`config.mk`:
```
export PLATFORM = sky130hd
export DESIGN_NAME = mem_wb_elastic_reg
export DESIGN_NICKNAME = d
export VERILOG_FILES = /design/src/rtl/mem_wb_pkg.sv /design/src/rtl/pipe_slot.sv /design/src/rtl/mem_wb_elastic_reg.sv
export SDC_FILE = /design/constraint.sdc
export NUM_CORES = 1
export LEC_CHECK = 0
export CORE_AREA = 4 4 129 131
export DETAILED_ROUTE_END_ITERATION = 12
export DIE_AREA = 0 0 133 135
export PLACE_DENSITY = 0.77
export SYNTH_ARGS = -nofsm -noshare
export SYNTH_HDL_FRONTEND = slang
export SYNTH_SLANG_ARGS = --single-unit
```
`constraint.sdc`:
```
create_clock -name clk -period 2.78 [get_ports clk]
set_input_delay 0.417 -clock clk [delete_from_list [all_inputs] [get_ports clk]]
set_output_delay 0.417 -clock clk [all_outputs]
set_load 0.02 [all_outputs]
```
`src/rtl/mem_wb_pkg.sv`:
```
// Shared types for the MEM/WB elastic register: control-bit positions, occupancy FSM states, default payload layout.
// No logic; no latency or backpressure of its own.
package mem_wb_pkg;

    localparam int WB_REGWRITE_BIT = 0;
    localparam int WB_MEMTOREG_BIT = 1;
    localparam int WB_CTRL_W       = 2;

    localparam int PKG_DATA_W     = 32;
    localparam int PKG_REG_ADDR_W = 5;

    typedef enum logic [1:0] {
        EMPTY = 2'd0,
        ONE   = 2'd1,
        TWO   = 2'd2
    } slot_state_t;

    typedef struct packed {
        logic [PKG_DATA_W-1:0]     rd;
        logic [PKG_DATA_W-1:0]     alu;
        logic [PKG_REG_ADDR_W-1:0] wr;
        logic [WB_CTRL_W-1:0]      ctrl;
    } mem_wb_payload_t;

    function automatic logic [1:0] state_occupancy(input slot_state_t s);
        case (s)
            ONE:     return 2'd1;
            TWO:     return 2'd2;
            default: return 2'd0;
        endcase
    endfunction

endpackage

```
`src/rtl/pipe_slot.sv`:
```
// Load-enabled payload register with synchronous reset to zero.
// Latency: 1 cycle from ld to q; no backpressure, the owner decides when to load.
module pipe_slot #(
    parameter int W = 8
) (
    input  logic         clk,
    input  logic         rst,
    input  logic         ld,
    input  logic [W-1:0] d,
    output logic [W-1:0] q
);

    always_ff @(posedge clk) begin
        if (rst)
            q <= '0;
        else if (ld)
            q <= d;
    end

endmodule

```
`src/rtl/mem_wb_elastic_reg.sv`:
```
// MEM/WB elastic register: main + optional skid slot, resolves the writeback mux and feeds the forwarding tap.
// Latency: 1 cycle; backpressure: in_ready registered (state != TWO) with SKID=1, combinational !out_valid|out_ready with SKID=0.
module mem_wb_elastic_reg
    import mem_wb_pkg::*;
#(
    parameter int DATA_W     = 32,
    parameter int REG_ADDR_W = 5,
    parameter int SKID       = 1
) (
    input  logic                  clk,
    input  logic                  rst,
    input  logic                  in_valid,
    output logic                  in_ready,
    input  logic [DATA_W-1:0]     RD_M,
    input  logic [DATA_W-1:0]     Alu_Result_M,
    input  logic [REG_ADDR_W-1:0] WR_M,
    input  logic [1:0]            WB_Control,
    input  logic                  flush,
    output logic                  out_valid,
    input  logic                  out_ready,
    output logic [DATA_W-1:0]     RD,
    output logic [DATA_W-1:0]     Alu_Result,
    output logic [REG_ADDR_W-1:0] WR,
    output logic                  RegWrite,
    output logic                  MemtoReg,
    output logic [DATA_W-1:0]     WB_Data,
    output logic                  fwd_valid,
    output logic [REG_ADDR_W-1:0] fwd_addr,
    output logic [DATA_W-1:0]     fwd_data,
    output logic [1:0]            occupancy
);

    typedef struct packed {
        logic [DATA_W-1:0]     rd;
        logic [DATA_W-1:0]     alu;
        logic [REG_ADDR_W-1:0] wr;
        logic [WB_CTRL_W-1:0]  ctrl;
    } payload_t;

    slot_state_t state_q, state_d;
    payload_t    in_pl, main_d, main_q, skid_q;
    logic        main_ld, skid_ld;
    logic        accept, pop, head_writes;

    always_comb begin
        in_pl      = '0;
        in_pl.rd   = RD_M;
        in_pl.alu  = Alu_Result_M;
        in_pl.wr   = WR_M;
        in_pl.ctrl = WB_Control;
    end

    pipe_slot #(.W($bits(payload_t))) u_main (
        .clk (clk),
        .rst (rst),
        .ld  (main_ld),
        .d   (main_d),
        .q   (main_q)
    );

    pipe_slot #(.W($bits(payload_t))) u_skid (
        .clk (clk),
        .rst (rst),
        .ld  (skid_ld),
        .d   (in_pl),
        .q   (skid_q)
    );

    assign out_valid = (state_q != EMPTY);
    assign accept    = in_valid & in_ready;
    assign pop       = out_valid & out_ready;

    // With SKID=0 in_ready already includes out_ready, so ONE never sees accept without pop.
    generate
        if (SKID != 0) begin : g_skid
            logic in_ready_q;
            always_ff @(posedge clk) begin
                if (rst)
                    in_ready_q <= 1'b1;
                else
                    in_ready_q <= (state_d != TWO);
            end
            assign in_ready = in_ready_q;
        end else begin : g_noskid
            assign in_ready = !out_valid | out_ready;
        end
    endgenerate

    always_ff @(posedge clk) begin
        if (rst)
            state_q <= EMPTY;
        else
            state_q <= state_d;
    end

    always_comb begin
        state_d = state_q;
        main_ld = 1'b0;
        skid_ld = 1'b0;
        main_d  = in_pl;
        case (state_q)
            EMPTY: begin
                if (accept) begin
                    state_d = ONE;
                    main_ld = 1'b1;
                end
            end
            ONE: begin
                if (accept && !pop) begin
                    state_d = TWO;
                    skid_ld = 1'b1;
                end else if (pop && !accept) begin
                    state_d = EMPTY;
                end else if (accept && pop) begin
                    main_ld = 1'b1;
                end
            end
            TWO: begin
                if (pop) begin
                    state_d = ONE;
                    main_ld = 1'b1;
                    main_d  = skid_q;
                end
            end
            default: state_d = EMPTY;
        endcase
        // Flush only drops the valid state; stale payload is never observed as valid.
        if (flush) begin
            state_d = EMPTY;
            main_ld = 1'b0;
            skid_ld = 1'b0;
        end
    end

    always_comb begin
        occupancy   = state_occupancy(state_q);
        RD          = main_q.rd;
        Alu_Result  = main_q.alu;
        WR          = main_q.wr;
        MemtoReg    = main_q.ctrl[WB_MEMTOREG_BIT];
        WB_Data     = main_q.ctrl[WB_MEMTOREG_BIT] ? main_q.rd : main_q.alu;
        head_writes = main_q.ctrl[WB_REGWRITE_BIT] && (main_q.wr != '0);
        fwd_valid   = out_valid & head_writes;
        RegWrite    = out_valid & out_ready & head_writes;
        fwd_addr    = main_q.wr;
        fwd_data    = WB_Data;
    end

endmodule

```
* Yosys cells after proc, flatten, opt, wreduce, memory -nomap -nowiden
Cells that the tools add are included.
** Word-level totals
- Word-level logic and storage cells :: 40
- Output and inout port bits :: 145
- Input port bits :: 76
- Flip-flop bits (word level) :: 145
** Operators by class
- Mux-type cells :: 20
- Bitwise operators :: 4
- Reductions and logical operators :: 9
- Equal/unequal tests :: 3
** Operators by type and width (number)
- 71-bit two-way mux :: 2
- 32-bit two-way mux :: 1
- 2-bit two-way mux :: 5
- 1-bit two-way mux :: 9
- 2-bit one-hot mux with 3 select lines :: 1
- 5-bit nonzero test :: 1
- 1-bit bitwise AND :: 4
- 1-bit logical AND :: 4
- 2-bit one-hot mux with 2 select lines :: 1
- 1-bit one-hot mux with 3 select lines :: 1
- 2-bit by 1-bit == test with 1-bit output (second input constant) :: 1
- 2-bit == test (second input constant) :: 1
- 1-bit logical NOT :: 2
- 2-bit logical NOT :: 1
- 2-bit inequality test (second input constant) :: 1
- 2-bit nonzero test :: 1

* Longest topological paths before layout
- Depth in word-level cells :: 8
- Depth in mapped cells :: 7
- Mapped depth without buffers :: 4

* Hierarchy
A second synthesis with hierarchy kept.
** Second synthesis, totals
- Cell total of the unflattened synthesis :: 632
- Area, all modules :: 7054.3 um2
** Modules (own cells, without submodules)
- pipe_slot :: seq. area each 1421.4 um2, cells each 229, instances 2, area each 2546.2 um2
- mem_wb_elastic_reg :: seq. area each 60.1 um2, cells each 174, instances 1, area each 1961.9 um2

* Worst setup path before layout
Ideal clock, no wire load.
- Path type :: register -> output
- Start :: register u_main.q[1]
- End :: output fwd_data[10]
- Slack :: 0.745 ns
- Data arrival time :: 1.618 ns
- Data required time :: 2.363 ns
- Cell stages (with the launch flop) :: 5
- Buffers on the path :: 3
- Cells stage by stage :: dfxtp_1 > clkbuf_1 > clkbuf_1 > mux2_2 > buf_4
** Between the ends
- Longest elaborated chain between the ends :: 1
** RTL lines
- from (decl) :: line pipe_slot.sv:10 : output logic [W-1:0] q
- from (signal assigned) :: line pipe_slot.sv:15 : q <= '0;
- from (signal assigned) :: line pipe_slot.sv:17 : q <= d;
- 32-bit two-way mux :: line mem_wb_elastic_reg.sv:141 : WB_Data = main_q.ctrl[WB_MEMTOREG_BIT] ? main_q.rd : main_q.alu;
- to (decl) :: line mem_wb_elastic_reg.sv:29 : output logic [DATA_W-1:0] fwd_data,
No other way between the ends.

* Worst setup path in the final report
- Start :: register u_main.q[1]
- End :: output fwd_data[0]
The elaborated chain is that of the path after synthesis.

==> qor.txt <==
Syn avg cell area: 7.85 um^2
Fin Setup TNS: 0 ps
Area grow syn2layout: 31.4%
Clk root buf: clkbuf_16
First-pass GRT wire length: 30,100 um
Worst min-delay path class: reg2reg
CORE AREA: 15,600 um^2
Largest net degree at the start of global routing: 73
R2R depth: 5
Leakage: 0.00320 uW
Required @ worst endpoint: 2360 ps
Combinational share of power: 0.193
Die Height: 135 um
Clock Sinks: 145
Worst Path Arrival: 2150 ps
RSZ-0062 raised after global routing: false
Final Max Tran Viols: 0
Fin crit share: 0.925
Hold-fix buffers at CTS: 0
Initial Util: 0.437
FP Rows: 46
Seq cells post-synth: 145
Largest area contributor in the netlist: dfxtp_1
Number of warnings issued by yosys: 0
Clk slew on worst S/H paths: 50 ps
# diodes: 0
Ports: 221
Worst-margin pin slew: 501 ps
Final hold violations: 0
Die W: 133 um
Die ar.: 18,000 um^2
Layout Utilization: 0.574
F_max: 389 MHz
EDFF count, synth: 0
Vias per cell: 5.08
CTS H-tree depth: 4
Startpoint Class: flip-flop
Net Sw Frac: 0.259
Unique cell type count in the Yosys netlist: 23
Reg-to-reg critical path startpoint: state_q[1]
Max-slew headroom: 0.666
Sequential-to-total area share from yosys stat: 0.426
Worst hold path startpoint: u_skid.q[23]
Placed Instances: 1,142
Peak VDD IR: 389 uV
# nets final: 1,021
Async SR Flop Fraction: 0
Syn Std Cell Area: 6820 um^2
Drt first pass iters: 5
Setup violators final: 0
WL final: 18,800 um
Seq pwr share: 0.409
Commonest cells after routing, fill and taps aside: 286 x nand2_1, 219 x clkdlybuf4s50_1, 144 x dfxtp_1, 73 x nor2_1
Most common cell after layout, fill and taps aside: nand2_1
P_sw: 1440 uW
Tightest hold margin: 452 ps
Number of global-route vias before repair: 5,809
Post-layout minimum cycle time: 2570 ps
Post-CTS setup buffers: 0
Crit-path max FO: 21
Tot GR Track Use: 0.208
Hpwl dp: 12,400 um
Crit end category: primary output
Clock Power Share: 0.398
Post-DRT Antenna Nets: 0
Num CTS Buffers: 17
Cells resized by post-CTS repair: 0
GRT overflow: 0
Drt drc: 0
Synth Flop Type: dfxtp_1
Post-synth top area share: 0.426
Skew-Pair Late Insertion Delay: 410 ps
Post-Syn Instances: 868
DR iter-0 viols: 478
Outcome: finished clean
Share of layout cells above drive strength 1: 0.0772
Largest cells by area after synthesis: dfxtp_1 43%, nand2_1 16%, buf_4 12%
CTS max path bufs: 2
Antenna violations before repair: 0
CP Class: reg2out
Via count: 5,969
Clock skew: 4.37 ps
Mapped Nets: 944
Avg WL per Cell: 16.0 um
Placement Setup Slack: 490 ps
PD cells: 622 nW/um^2
Fin cells: 1,174
Max-Cap Viols: 0
PortBufs: 220
Int Power: 4130 uW
Hold depth: 2
CTS tree: built
Crit path from: u_main.q[1]
Placer Congestion: 0.813
Setup ws final: 209 ps
==> cell type report <==
cell class | count | area (um^2)
fill | 1405 | 6640
sequential | 145 | 2900
multi-input combinational | 550 | 2830
timing repair buffer | 230 | 2370
clock buffer | 27 | 503
tap | 216 | 270
clock inverter | 5 | 75.1
inverter | 1 | 3.75
==> layer usage <==
layer / global-route usage / share of wire
met1: 0.256 / 0.43
met4: 0.0716 / 0.018
met3: 0.0648 / 0.067
met2: 0.348 / 0.48
met5: 0 / 0
==> cell families (layout without fill, tap and decap cells) <==
group | Yosys count | count (layout) | synth area share
flops | 145 | 145 | 0.426
mux | 32 | 32 | 0.0529
buf+inv | 173 | 263 | 0.160
compound gates | 147 | 147 | 0.151
simple gates | 371 | 371 | 0.211
==> cells in the mapped netlist (2+ instances only) <==
library cell / count
nor2b_1: 2
buf_2: 27
clkbuf_1: 37
dfxtp_1: 145
nor2_1: 73
mux2_2: 32
nand2_1: 286
a311oi_1: 72
buf_4: 108
a21oi_1: 72
and2_1: 2
==> power groups by stage <==
stage / Sequential (uW) / Clock (uW) / Combinational [uW]
floorplan: 2270 / 0 / 731
global placement: 2320 / 0 / 1070
detailed placement: 2320 / 0 / 1080
CTS: 2280 / 2280 / 1090
global route: 2290 / 2360 / 1150
finish: 2280 / 2220 / 1080
==> state kept, by name (all words and copies together), names as in the netlist <==
signal    cells
state_q       2
u_main.q     71
in_ready      1
u_skid.q     71
==> worst paths after layout <==
path	endpoint	slack (ps)
worst max-delay path	fwd_data[0]	210
worst min-delay path	u_skid.q[23]	450
worst max register to register	u_main.q[57]	1010
worst min register to register	u_skid.q[23]	450
==> stage by stage <==
stage / power (uW) / instance area [um^2]
3_5_place_dp: 3400 / 8380
3_3_place_gp: 3390 / 8380
4_1_cts: 5640 / 8960
5_1_grt: 5800 / 8960
2_1_floorplan: 3000 / 6820
6_report: 5570 / 8960
==> worst max-delay path: stages, from the launching register on <==
cell	delay (ps)
dfxtp_2	560
buf_12	230
mux2_2	400
clkdlybuf4s50_1	550
(Power assumes the default switching activity.)
